File: src/rtl/univ_shiftreg_pkg.sv
// Shared encodings and helpers for the universal shift register.
// Mode and FSM encodings live here so the datapath and the control agree on them.
package univ_shiftreg_pkg;

    typedef enum logic [2:0] {
        MODE_HOLD = 3'b000,
        MODE_SHR  = 3'b001,
        MODE_SHL  = 3'b010,
        MODE_LOAD = 3'b011,
        MODE_ROR  = 3'b100,
        MODE_ROL  = 3'b101,
        MODE_ASR  = 3'b110,
        MODE_CLR  = 3'b111
    } mode_e;

    typedef enum logic {
        ST_IDLE = 1'b0,
        ST_RUN  = 1'b1
    } state_e;

    // Counter must be able to hold the value WIDTH itself, hence the +1.
    function automatic int cntw(input int width);
        return $clog2(width) + 1;
    endfunction

    function automatic logic is_multistep(input logic [2:0] m);
        case (m)
            MODE_SHR, MODE_SHL, MODE_ROR, MODE_ROL, MODE_ASR: return 1'b1;
            default:                                           return 1'b0;
        endcase
    endfunction

endpackage

File: src/rtl/univ_shiftreg_step.sv
// One-step next-value logic, shared by single-cycle operation and multi-step runs.
module univ_shiftreg_step
    import univ_shiftreg_pkg::*;
#(
    parameter int WIDTH = 8
) (
    input  logic [2:0]       mode,
    input  logic [WIDTH-1:0] cur,
    input  logic [WIDTH-1:0] parallelin,
    input  logic             serialinr,
    input  logic             serialinl,
    output logic [WIDTH-1:0] nxt
);

    always_comb begin
        nxt = cur;
        case (mode)
            MODE_HOLD: nxt = cur;
            MODE_SHR:  nxt = {serialinr, cur[WIDTH-1:1]};
            MODE_SHL:  nxt = {cur[WIDTH-2:0], serialinl};
            MODE_LOAD: nxt = parallelin;
            MODE_ROR:  nxt = {cur[0], cur[WIDTH-1:1]};
            MODE_ROL:  nxt = {cur[WIDTH-2:0], cur[WIDTH-1]};
            MODE_ASR:  nxt = {cur[WIDTH-1], cur[WIDTH-1:1]};
            MODE_CLR:  nxt = '0;
            default:   nxt = cur;
        endcase
    end

endmodule

File: src/rtl/univ_shiftreg.sv
// Universal shift register with single-cycle modes and a counted multi-step run.
// Handshake: start is sampled only in IDLE with enable=1; busy marks RUN, done pulses once after the last step.
module univ_shiftreg
    import univ_shiftreg_pkg::*;
#(
    parameter int WIDTH = 8,
    parameter int CNTW  = cntw(WIDTH)
) (
    input  logic             clock,
    input  logic             reset_n,
    input  logic             enable,
    input  logic [2:0]       mode,
    input  logic             start,
    input  logic [CNTW-1:0]  shamt,
    input  logic             serialinr,
    input  logic             serialinl,
    input  logic [WIDTH-1:0] parallelin,
    output logic [WIDTH-1:0] parallelout,
    output logic             serialoutr,
    output logic             serialoutl,
    output logic             busy,
    output logic             done
);

    state_e           state;
    state_e           state_next;
    logic [CNTW-1:0]  count;
    logic [CNTW-1:0]  count_next;
    logic [2:0]       run_mode;
    logic [2:0]       run_mode_next;
    logic [WIDTH-1:0] shreg;
    logic [WIDTH-1:0] shreg_next;
    logic [WIDTH-1:0] step_value;
    logic             done_q;
    logic             done_next;
    logic [2:0]       step_mode;
    logic [CNTW-1:0]  shamt_clamped;
    logic             start_multi;

    // During RUN the latched mode drives the step logic; live mode is ignored.
    assign step_mode     = (state == ST_RUN) ? run_mode : mode;
    assign shamt_clamped = (shamt > CNTW'(WIDTH)) ? CNTW'(WIDTH) : shamt;
    assign start_multi   = start && is_multistep(mode);

    univ_shiftreg_step #(
        .WIDTH(WIDTH)
    ) u_step (
        .mode       (step_mode),
        .cur        (shreg),
        .parallelin (parallelin),
        .serialinr  (serialinr),
        .serialinl  (serialinl),
        .nxt        (step_value)
    );

    always_comb begin
        state_next    = state;
        count_next    = count;
        run_mode_next = run_mode;
        shreg_next    = shreg;
        done_next     = 1'b0;
        if (enable) begin
            case (state)
                ST_IDLE: begin
                    if (start_multi) begin
                        run_mode_next = mode;
                        count_next    = shamt_clamped;
                        if (shamt_clamped == '0) begin
                            done_next = 1'b1;
                        end else begin
                            state_next = ST_RUN;
                        end
                    end else begin
                        shreg_next = step_value;
                    end
                end
                ST_RUN: begin
                    shreg_next = step_value;
                    count_next = count - CNTW'(1);
                    if (count == CNTW'(1)) begin
                        state_next = ST_IDLE;
                        done_next  = 1'b1;
                    end
                end
                default: state_next = ST_IDLE;
            endcase
        end
    end

    always_ff @(posedge clock or negedge reset_n) begin
        if (!reset_n) begin
            state <= ST_IDLE;
        end else begin
            state <= state_next;
        end
    end

    always_ff @(posedge clock or negedge reset_n) begin
        if (!reset_n) begin
            count    <= '0;
            run_mode <= MODE_HOLD;
            shreg    <= '0;
            done_q   <= 1'b0;
        end else begin
            count    <= count_next;
            run_mode <= run_mode_next;
            shreg    <= shreg_next;
            done_q   <= done_next;
        end
    end

    assign parallelout = shreg;
    assign serialoutr  = shreg[0];
    assign serialoutl  = shreg[WIDTH-1];
    assign busy        = (state == ST_RUN);
    assign done        = done_q;

endmodule

File: config.mk
export PLATFORM = sky130hd
export DESIGN_NAME = univ_shiftreg
export DESIGN_NICKNAME = d
export VERILOG_FILES = /design/src/rtl/univ_shiftreg_pkg.sv /design/src/rtl/univ_shiftreg_step.sv /design/src/rtl/univ_shiftreg.sv
export SDC_FILE = /design/constraint.sdc
export NUM_CORES = 1
export LEC_CHECK = 0
export ABC_AREA = 1
export CAP_MARGIN = 20
export CORE_AREA = 2 2 58 70
export DETAILED_ROUTE_END_ITERATION = 7
export DIE_AREA = 0 0 60 72
export GPL_TIMING_DRIVEN = 0
export PLACE_DENSITY = 0.62
export SLEW_MARGIN = 20
export SYNTH_ARGS = -nofsm -noshare
export SYNTH_HDL_FRONTEND = slang
export SYNTH_SLANG_ARGS = --single-unit
File: constraint.sdc
create_clock -name clock -period 1.31 [get_ports clock]
set_input_delay 0.1965 -clock clock [delete_from_list [all_inputs] [get_ports clock]]
set_output_delay 0.1965 -clock clock [all_outputs]
set_load 0.05 [all_outputs]
==> impl_results.md <==
- # hold bufs at CTS: 0
- Htree depth: 1
- Failing checks: setup timing
- Final Max Slew Viols: 0
- Post-layout min period: 1.480 ns
- CP Capture Type: flop
- Die W: 60 um
- Global-route wire length before repair: 4981 um
- CTS tree: yes
- DP Cell Count: 264
- Antenna Cells: 0
- Die area: 4320 um^2
- Ports: 33
- Flops & latches, synth: 17
- Avg Inst Size Synth: 6.812 um^2
- Util after Layout: 50.55%
- Netlist Area Pre-Place: 1226 um^2
- Prevailing post-synth register cell: dfrtp_1
- Slew headroom: 43.92%
- Routability cong.: 0.7741
- Routed wire length: 2951 um
- Mapped Nets: 203
- EDFF count, synth: 0
- Worst hold slack: 0.4065 ns
- Vias in the first global route: 1118
- DRC: 0
- Crit Path Class: reg2reg
- Max cap viols: 0
- Clock Skews: 0.008781 ns
- Count leader, synth: nand2_1
- Gr usage total: 14.81%
- Final Setup Violations: 14
- Drt first pass iters: 4
- P&R area growth vs syn: 49.80%
- Worst EP arrival: 1.62 ns
- Total number of yosys warnings: 0
- RSZ-0062 raised after global routing: yes
- Critical path startpoint category: flop
- Fillers: 374
- Status: complete, but fails checks
- Synth area leader: dfrtp_1
- Least-Margin Pin Slew: 0.8386 ns
- Ranking of synthesized cells by area: dfrtp_1, nand2_1, nor2_1
- Sink Count: 17
- Antenna viol nets, final: 0
- Total negative slack: -1.435 ns
- Initial antenna violation count: 0
- Core area: 3633 um^2
- Synth unique cells: 22
- IO buf count: 32
- Starting DRC count in detailed routing: 44
- WL/cell: 10.58 um
- Die Y: 72 um
- Async S/R FF share, synth: 100.0%
- Share of cells above drive strength 1: 28.19%
- Req. time, crit path: 1.45 ns
- Worst setup margin: -0.1701 ns
- Max frequency: 0.6756 GHz
- Register area share after synthesis: 34.69%
- Register Area: 426.7 um^2
- CP Max Fanout: 7
- Row count: 24
- Clock Tree Root: clkbuf_8
- Final hold violation count: 0
- Clock Path Buffers: 2
- Peak supply drop: 0.6970 mV
- Worst R2R Path Depth: 11
- Grt total ovfl: 0
- Final Cycle Share: 113.0%
- HP Class: in2reg
- Cell depth of the worst hold path: 3
- Final nets: 251
- Initial Util: 33.75%
- Top cells by instance count after synthesis: nand2_1, nor2_1, inv_1
- DP HPWL: 2055 um
- Clock slew at reported path FFs: 0.07 ns
- Largest net degree at the start of global routing: 18
- CTS Buf Count: 3
- PwrDens: 2181 nW/um^2
- Via count: 1211
- Synth top area share: 34.69%
- Clock latency at the later pin of the worst-skew pair: 0.25 ns
- LEAKAGE: 0.0009016 uW
- Post-synthesis cell count: 180
- Multi-input gate area: 768.2 um^2
- Non-Filler Instances: 279
- Vias per cell: 4.341
-- routing by layer --
layer	part of all wire (%)	global-route usage, %
met5	0	0
met4	0.47	4.444
met3	2.8	1.604
met2	53	25.72
met1	44	18.95
-- worst max-delay path, cell delays in order, from the launching register on --
cell,delay [ns]
dfrtp_2,0.41
buf_6,0.14
inv_6,0.06
buf_8,0.10
nand2_4,0.07
nand2_8,0.10
nor2_4,0.04
nor2_4,0.12
buf_6,0.14
nand2_1,0.05
nor2_1,0.10
nor2_1,0.04
-- logic make-up after synthesis --
family                   Yosys count  share of synthesized area (%)
AO/OA/AOI/OAI                     18                          8.266
flip-flops                        17                          34.69
AND/OR/NAND/NOR                  117                          44.39
buffers and inverters             26                          10.61
adder cells (fa/ha/maj)            2                          2.040
-- through the flow --
| stage | total power [uW] | setup slack (ns) | area (um^2) |
|---|---|---|---|
| 6_report | 4005 | -0.1701 | 1837 |
| 3_3_place_gp | 3327 | -0.5147 | 1623 |
| 4_1_cts | 3911 | -0.2047 | 1783 |
| 3_5_place_dp | 3341 | -0.5194 | 1623 |
| 2_1_floorplan | 2694 | -0.2608 | 1237 |
| 5_1_grt | 4330 | -0.2723 | 1837 |
-- worst paths after layout --
check | start | end | slack [ns]
setup / recovery | busy | parallelout[5] | -0.17
hold / removal | mode[0] | run_mode[0] | 0.41
hold reg to reg | run_mode[2] | run_mode[2] | 0.50
setup reg to reg | busy | parallelout[5] | -0.17
max in group asynchronous | reset_n | busy | 0.31
min in group asynchronous | reset_n | count[2] | 0.42
-- state kept, by name (all words and copies together) (netlist names) --
register,count
parallelout,8
done,1
busy,1
run_mode,3
count,4
-- what timing repair did --
action                     in CTS  in global routing
resized for setup              58                 19
buffers inserted                6                  5
pin swaps                      15                 10
setup endpoints to repair      29                 19
cloned                          1                  0
-- layout make-up --
cell class	count	share of cell area [%]
multi-input cells	137	41.83
clock buffers	4	2.452
repair buffers	43	21.12
well taps	52	3.542
plain buffers	5	2.861
inverters	21	4.973
flip-flops and latches	17	23.23
-- cell usage in the layout, fill, tap and decap left out, types with 2 or more instances in the layout --
cell,netlist,routed
buf_2,0,5
buf_4,2,11
buf_6,3,4
clkbuf_8,0,3
clkdlybuf4s15_2,0,5
clkdlybuf4s50_1,0,18
dfrtp_1,17,16
dlygate4sd2_1,0,3
ha_1,2,2
inv_1,18,18
inv_6,0,2
nand2_1,65,57
nand2_2,4,8
nand2_4,3,7
nand3_1,8,6
nand3_2,0,2
nand4_1,3,3
nor2_1,29,27
nor2_4,3,4
o21ai_0,8,4
o21ai_1,0,3
o22ai_2,0,3
-- power by group --
part	internal, uW	switching, uW
Clock	216	187
Sequential	759	216
Combinational	968	1660
Total	1940	2060
Note: power is estimated with default switching activity, not from simulation.
